### config.mk
export PLATFORM = sky130hd
export DESIGN_NAME = regdest_wb_queue
export DESIGN_NICKNAME = d
export VERILOG_FILES = /design/src/rtl/mips_regdest_pkg.sv /design/src/rtl/regdest_sel.sv /design/src/rtl/regdest_wb_queue.sv
export SDC_FILE = /design/constraint.sdc
export NUM_CORES = 1
export LEC_CHECK = 0
export ABC_AREA = 1
export CAP_MARGIN = 15
export CORE_MARGIN = 2
export CORE_UTILIZATION = 48
export CTS_CLUSTER_DIAMETER = 120
export DETAILED_ROUTE_END_ITERATION = 10
export HOLD_SLACK_MARGIN = 0.02
export PLACE_DENSITY = 0.89
export SYNTH_ARGS = -nofsm -noshare
export SYNTH_HDL_FRONTEND = slang
export SYNTH_SLANG_ARGS = --single-unit
### constraint.sdc
create_clock -name clk -period 2.05 [get_ports clk]
set_input_delay 0.3075 -clock clk [delete_from_list [all_inputs] [get_ports clk]]
set_output_delay 0.3075 -clock clk [all_outputs]
set_load 0.1 [all_outputs]
### src/rtl/mips_regdest_pkg.sv
// Shared destination-select codes and default widths for the register
// write-back path. Used by regdest_sel and regdest_wb_queue.
package mips_regdest_pkg;

   typedef enum logic [1:0] {
      DEST_RT   = 2'b00,
      DEST_RD   = 2'b01,
      DEST_LINK = 2'b10,
      DEST_ZERO = 2'b11
   } dest_sel_e;

   localparam int REG_ADDR_W_DEF = 5;
   localparam int LINK_REG_DEF   = 31;

endpackage

### src/rtl/regdest_sel.sv
// Write-back destination select: rt, rd, link register or zero (no write).
// Purely combinational so the single-cycle datapath can reuse it directly.
module regdest_sel
   import mips_regdest_pkg::*;
#(
   parameter int REG_ADDR_W = REG_ADDR_W_DEF,
   parameter int LINK_REG   = LINK_REG_DEF
) (
   input  logic [1:0]            dest_sel,
   input  logic [REG_ADDR_W-1:0] rt,
   input  logic [REG_ADDR_W-1:0] rd,
   output logic [REG_ADDR_W-1:0] addr
);

   localparam logic [REG_ADDR_W-1:0] LINK_A = REG_ADDR_W'(LINK_REG);

   // Decode the select code into a register address
   always_comb begin
      addr = '0;
      case (dest_sel)
         DEST_RT:   addr = rt;
         DEST_RD:   addr = rd;
         DEST_LINK: addr = LINK_A;
         default:   addr = '0;
      endcase
   end

endmodule

### src/rtl/regdest_wb_queue.sv
// In-order queue of pending write-back destinations for multicycle ops.
// The destination is chosen at issue, held until the op completes, and a
// busy mask / two-port hazard query is exported for stall logic.
// Optional macro REGDEST_WB_BYPASS_EN: when the queue is empty, a push and
// pop in the same cycle forward the selected destination without storing.
module regdest_wb_queue
   import mips_regdest_pkg::*;
#(
   parameter int REG_ADDR_W = REG_ADDR_W_DEF,
   parameter int DEPTH      = 4,
   parameter int LINK_REG   = LINK_REG_DEF
) (
   input  logic                         clk,
   input  logic                         reset,
   input  logic [1:0]                   dest_sel,
   input  logic [REG_ADDR_W-1:0]        inst_rt,
   input  logic [REG_ADDR_W-1:0]        inst_rd,
   input  logic                         push,
   output logic                         push_ready,
   input  logic                         pop,
   output logic                         pop_valid,
   output logic [REG_ADDR_W-1:0]        wb_dest,
   output logic [$clog2(DEPTH):0]       count,
   output logic [(2**REG_ADDR_W)-1:0]   busy_mask,
   input  logic [REG_ADDR_W-1:0]        query_a,
   input  logic [REG_ADDR_W-1:0]        query_b,
   output logic                         hazard
);

   localparam int PW = $clog2(DEPTH);
   localparam int CW = PW + 1;

   logic [REG_ADDR_W-1:0] sel_addr;
   logic [REG_ADDR_W-1:0] mem [DEPTH];
   logic [DEPTH-1:0]      vld;
   logic [PW-1:0]         rd_ptr;
   logic [PW-1:0]         wr_ptr;
   logic                  full;
   logic                  empty;
   logic                  bypass;
   logic                  push_acc;
   logic                  pop_acc;
   logic                  head_vld;
   logic [REG_ADDR_W-1:0] head_dest;

   regdest_sel #(
      .REG_ADDR_W (REG_ADDR_W),
      .LINK_REG   (LINK_REG)
   ) u_sel (
      .dest_sel (dest_sel),
      .rt       (inst_rt),
      .rd       (inst_rd),
      .addr     (sel_addr)
   );

   assign full       = (count == CW'(DEPTH));
   assign empty      = (count == '0);
   assign push_ready = !full;

   // Stored head: valid bit and address come straight from registers
   assign head_vld  = vld[rd_ptr];
   assign head_dest = head_vld ? mem[rd_ptr] : '0;

`ifdef REGDEST_WB_BYPASS_EN
   // Empty queue with push+pop: hand the destination straight through
   assign bypass    = empty && push && pop;
   assign pop_valid = head_vld || bypass;
   assign wb_dest   = bypass ? sel_addr : head_dest;
`else
   assign bypass    = 1'b0;
   assign pop_valid = head_vld;
   assign wb_dest   = head_dest;
`endif

   // Pop only consumes a stored entry; a bypassed pop touches no state
   assign push_acc = push && push_ready && !bypass;
   assign pop_acc  = pop && head_vld;

   // Pointers, occupancy and per-entry valid bits
   always_ff @(posedge clk or posedge reset) begin
      if (reset) begin
         rd_ptr <= '0;
         wr_ptr <= '0;
         count  <= '0;
         vld    <= '0;
      end else begin
         if (push_acc) begin
            wr_ptr      <= wr_ptr + PW'(1);
            vld[wr_ptr] <= 1'b1;
         end
         if (pop_acc) begin
            rd_ptr      <= rd_ptr + PW'(1);
            vld[rd_ptr] <= 1'b0;
         end
         case ({push_acc, pop_acc})
            2'b10:   count <= count + CW'(1);
            2'b01:   count <= count - CW'(1);
            default: count <= count;
         endcase
      end
   end

   // Entry storage; contents are qualified by vld so no reset is needed
   always_ff @(posedge clk) begin
      if (push_acc) mem[wr_ptr] <= sel_addr;
   end

   // Busy mask from stored entries only; register 0 never reads as busy
   always_comb begin
      busy_mask = '0;
      for (int i = 0; i < DEPTH; i++) begin
         if (vld[i] && (mem[i] != '0)) busy_mask[mem[i]] = 1'b1;
      end
   end

   assign hazard = busy_mask[query_a] | busy_mask[query_b];

endmodule

==> results of run 1 <==
-- layer usage --
metal	GRT usage [%]	overflow
met3	54.76	1
met1	71.48	0
met4	65.70	12
met2	87.86	18
met5	11.69	0
-- metrics by stage --
| stage | cells | setup TNS, ns |
|---|---|---|
| after floorplan | 593 | -1.221 |
| after global placement | 827 | -0.1851 |
| after detailed placement | 827 | -0.4321 |
| after CTS | 863 | -2.838 |
-- what timing repair did --
action,CTS
setup buffers,28
setup endpoints to repair,37
pin swaps,19
cloned,0
resized for setup,84
-- cell families after synthesis --
kind of cell / Yosys count / share of synthesized area (%)
AO/OA/AOI/OAI: 66 / 10.05
XOR/XNOR: 4 / 1.016
adder cells (fa/ha/maj): 10 / 3.846
buffers and inverters: 89 / 10.41
flip-flops: 31 / 25.40
other: 1 / 0.1087
AND/OR/NAND/NOR: 392 / 49.17
==> metrics, run 1 <==
Syn. warnings=0; Placed Area=5294 um^2; Post-synth EDFFs=20; detailed placement HPWL=11320 um; clock buffer depth=2; Post-synth top flop=edfxtp_1; CTS Root Cell=clkbuf_8; Post-Synthesis Cells=593; ys async rst share=a little over a third; Stop stage=global routing (5_1_grt); leading area contributor after synthesis=edfxtp_1; Synth Register Bits=31; count of cell types in the netlist=28; CTS Buf Count=5; synth top area cells=edfxtp_1 17%, nor2_1 17%, nand3_1 15%, nand2_1 12%, dfrtp_1 8.0%; DIE HEIGHT=roughly 89 um; status=aborted with a tool error; count leader, synth=nor2_1; GRT overflow=31; htree depth=2; Clock Sinks=31; syn_area_per_cell=5.815 um^2; cts hold-fix bufs=0; Initial Utilization=50.20%; Cell Rows=30; Commonest cells post-synth=156 x nor2_1, 107 x nand2_1, 106 x nand3_1, 64 x inv_1, 41 x a21oi_1; Die Wd=88.76 um; IO Count=roughly 70; Mapped Area=roughly 3400 um^2; GPL Wtd Cong=1.186; I/O Buffers=67; syn nets=about 630; share of the synthesized area in the top cell type=roughly 17%; Post-Place Worst Slack=-0.2456 ns; error msg=[ERROR GRT-0232] Routing congestion too high. Check the congestion heatmap in the GUI.; largest net degree at the start of global routing=13; Overall Global Routing Usage=70.09%; Seq/Total Area, Yosys=25.40%
==> inputs of run 2 (changes only) <==
--- a/config.mk
+++ b/config.mk
@@ -8,11 +8,9 @@
 export ABC_AREA = 1
 export CAP_MARGIN = 15
 export CORE_MARGIN = 2
-export CORE_UTILIZATION = 48
-export CTS_CLUSTER_DIAMETER = 120
+export CORE_UTILIZATION = 40
 export DETAILED_ROUTE_END_ITERATION = 10
-export HOLD_SLACK_MARGIN = 0.02
-export PLACE_DENSITY = 0.89
+export PLACE_DENSITY_LB_ADDON = 0.15
 export SYNTH_ARGS = -nofsm -noshare
 export SYNTH_HDL_FRONTEND = slang
 export SYNTH_SLANG_ARGS = --single-unit
==> constraint.sdc (replaced) <==
create_clock -name clk -period 2.7 [get_ports clk]
set_input_delay 0.405 -clock clk [delete_from_list [all_inputs] [get_ports clk]]
set_output_delay 0.405 -clock clk [all_outputs]
set_load 0.1 [all_outputs]
==> metrics, run 2 <==
Largest Register=mem; GPL Wtd Cong=between 1 and 1.5; syn_area_per_cell=5.815 um^2; fraction of layout cells with a size suffix above 1=26.76%; GRT overflow=0; final setup fails=1; Pwr Density=1001 nW/um^2; first-pass GRT wire length=21340 um; Max Slew Vio Count=0; Clock Sinks=31; CP Class=flop to output pin; Synth Area in Compound Gates=10.05%; worst hold slack=0.4281 ns; Commonest cells post-synth=156 x nor2_1, 107 x nand2_1, 106 x nand3_1, 64 x inv_1, 41 x a21oi_1; Arrival @ worst endpoint=between 2 and 2.5 ns; syn nets=629; Slew @ Worst Pin=roughly 0.58 ns; area growth from synthesis to layout=42.49%; Initial Utilization=41.55%; Seq/Total Area, Yosys=25.40%; htree depth=2; maxcap violations=0; CP required=around 2.3 ns; ys async rst share=about 35%; crit path max fanout=6; Die Wd=96.85 um; LEAKAGE=2.413 nW; die area=9380 um^2; DIE HEIGHT=96.85 um; Hold Vio Cnt, Final=0; Post-Route WL=14070 um; Mapped Area=3448 um^2; cts hold-fix bufs=0; detailed placement HPWL=around 11000 um; worst relative slew slack=between 60% and 70%; mux share of post-synthesis cell area=0%; initial DRC count=approximately 660; Hold Crit Class=primary input to asynchronous set/reset pin; largest net degree at the start of global routing=13; initial antenna violation count=0; leading cell type in the layout, fill and taps excluded=nor2_1; most frequent cells in the layout=137 x nor2_1, 96 x nand2_1, 80 x nand3_1; Synth Register Bits=31; Final Non-Filler Cells=800; Clock transition at path regs=roughly 0.070 ns; DR pass1 iterations=6; Routed WL per cell=17.59 um; crit path launch type=flop; CTS Root Cell=clkbuf_8; Post-synth top flop=edfxtp_1; Via Count=4582; Post-DRT Antenna Nets=0; Max IR drop VDD=0.0009109 V; Adder-Cell Fraction of Synth Area=under 10%; synth top area cells=edfxtp_1 17%, nor2_1 17%, nand3_1 15%, nand2_1 12%, dfrtp_1 8.0%; Final Cycle Share=100.9%; Placed Cells=766; simple-gate share of the synthesized area=49.17%; IO Count=69; Post-Synthesis Cells=593; Cell Rows=33; TritonCTS clock tree=done; Clock Skew=0.006917 ns; Largest regs=mem (20), vld (4), count (3); RSZ-0062 raised after global routing=yes; nets@finish=730; Final Critical Period=2.724 ns; Skew-Pair Late Insertion Delay=0.28 ns; max reg flops=20; Syn. warnings=0; XOR/XNOR Fraction of Synth Area=1.016%; vias in the first global route=4172; CTS Buf Count=5; I/O Buffers=67; status=complete, but fails checks; main combinational cell family by area after synthesis=simple AND/OR/NAND/NOR gates; setup ws final=-0.02425 ns; count of cell types in the netlist=28; crit path capture type=output pin; share of the synthesized area in the top cell type=17.42%; failing checks=setup timing; vias per inst=around 5.7; Post-synth EDFFs=20; count leader, synth=nor2_1; # diodes=0; leading area contributor after synthesis=edfxtp_1; DRC violations left=0; core area=8299 um^2; clock buffer depth=2; Max Clock Freq=~370 MHz; Overall Global Routing Usage=between 20 and 30%
[run 2: cell counts after synthesis]
Identical to the previous run, type by type.
[run 2: metrics by stage]
step	worst slack, ns	util (%)	TNS [ns]	area (um^2)	total power [mW]
global route	-0.09883	59.20	-0.09883	4913	5.161
detailed placement	0.1702	52.03	0	4318	4.207
global placement	0.1713	52.03	0	4318	4.186
floorplan	-0.3808	-	-0.4765	3485	3.196
CTS	0.01024	53.90	0	4473	4.688
finish	-0.02425	59.20	-0.02425	4913	4.918
[run 2: final timing paths]
check,depth (start not counted),end,slack (ns),start
max,12,hazard,-0.02,mem[2][2]
min,2,wr_ptr[1],0.43,reset
max reg2reg,13,count[2],0.28,rd_ptr[0]
min reg2reg,1,count[0],0.47,count[0]
max in group asynchronous,2,count[0],1.92,reset
min in group clk,1,count[0],0.47,count[0]
[run 2: layout make-up]
cell class,instances,area (um^2)
clock buffer,5,68.82
clock inverter,3,43.79
fill,815,3386
inverter,78,295.3
multi-input combinational,473,2516
sequential,31,883.3
tap,105,131.4
timing repair buffer,105,974.7
[run 2: logic make-up (layout without fill, tap and decap cells)]
| family | Yosys count | in the layout |
|---|---|---|
| and+or+nand+nor | 392 | 392 |
| buffers and inverters | 89 | 191 |
| AOI/OAI and AO/OA | 66 | 66 |
| DFF | 31 | 31 |
| adders and majority gates | 10 | 10 |
| xor gates and xnor gates | 4 | 4 |
| other | 1 | 1 |
[run 2: worst max-delay path, cell delays in order (launching register included)]
cell and delay, ns:
edfxtp_1 0.50, buf_4 0.18, nand3_1 0.17, nor2_1 0.10, nor2_1 0.11, nand2_1 0.14
a21oi_1 0.23, nand3_2 0.12, nand3_2 0.10, nand2_2 0.06, nand2_2 0.07, nand3_4 0.08
buf_12 0.17
[run 2: report_power, final]
group          leakage [nW]  internal (mW)  switching, mW
registers             0.303          0.676          0.237
logic                  2.05           1.02           2.54
clock network        0.0581          0.274          0.175
total                  2.41           1.97           2.95
[run 2: repair_timing]
| action | 4_1_cts | 5_1_grt |
|---|---|---|
| pin swaps | 0 | 23 |
| hold endpoints to repair | 0 | 0 |
| gates resized for setup | 4 | 75 |
| buffers inserted | 3 | 23 |
| setup endpoints to repair | 1 | 1 |
| cloned | 0 | 0 |
[run 2: per-layer routing]
metal	part of all wire, %	vias to the layer above	routed length [um]	global-route usage [%]
met4	4.4	0	625	14.84
met3	10	63	1412	3.902
li1	-	2127	-	-
met2	45	307	6365	44.07
met1	40	2085	5666	38.28
met5	0	-	0	0
Power figures use the tool's default switching activity.
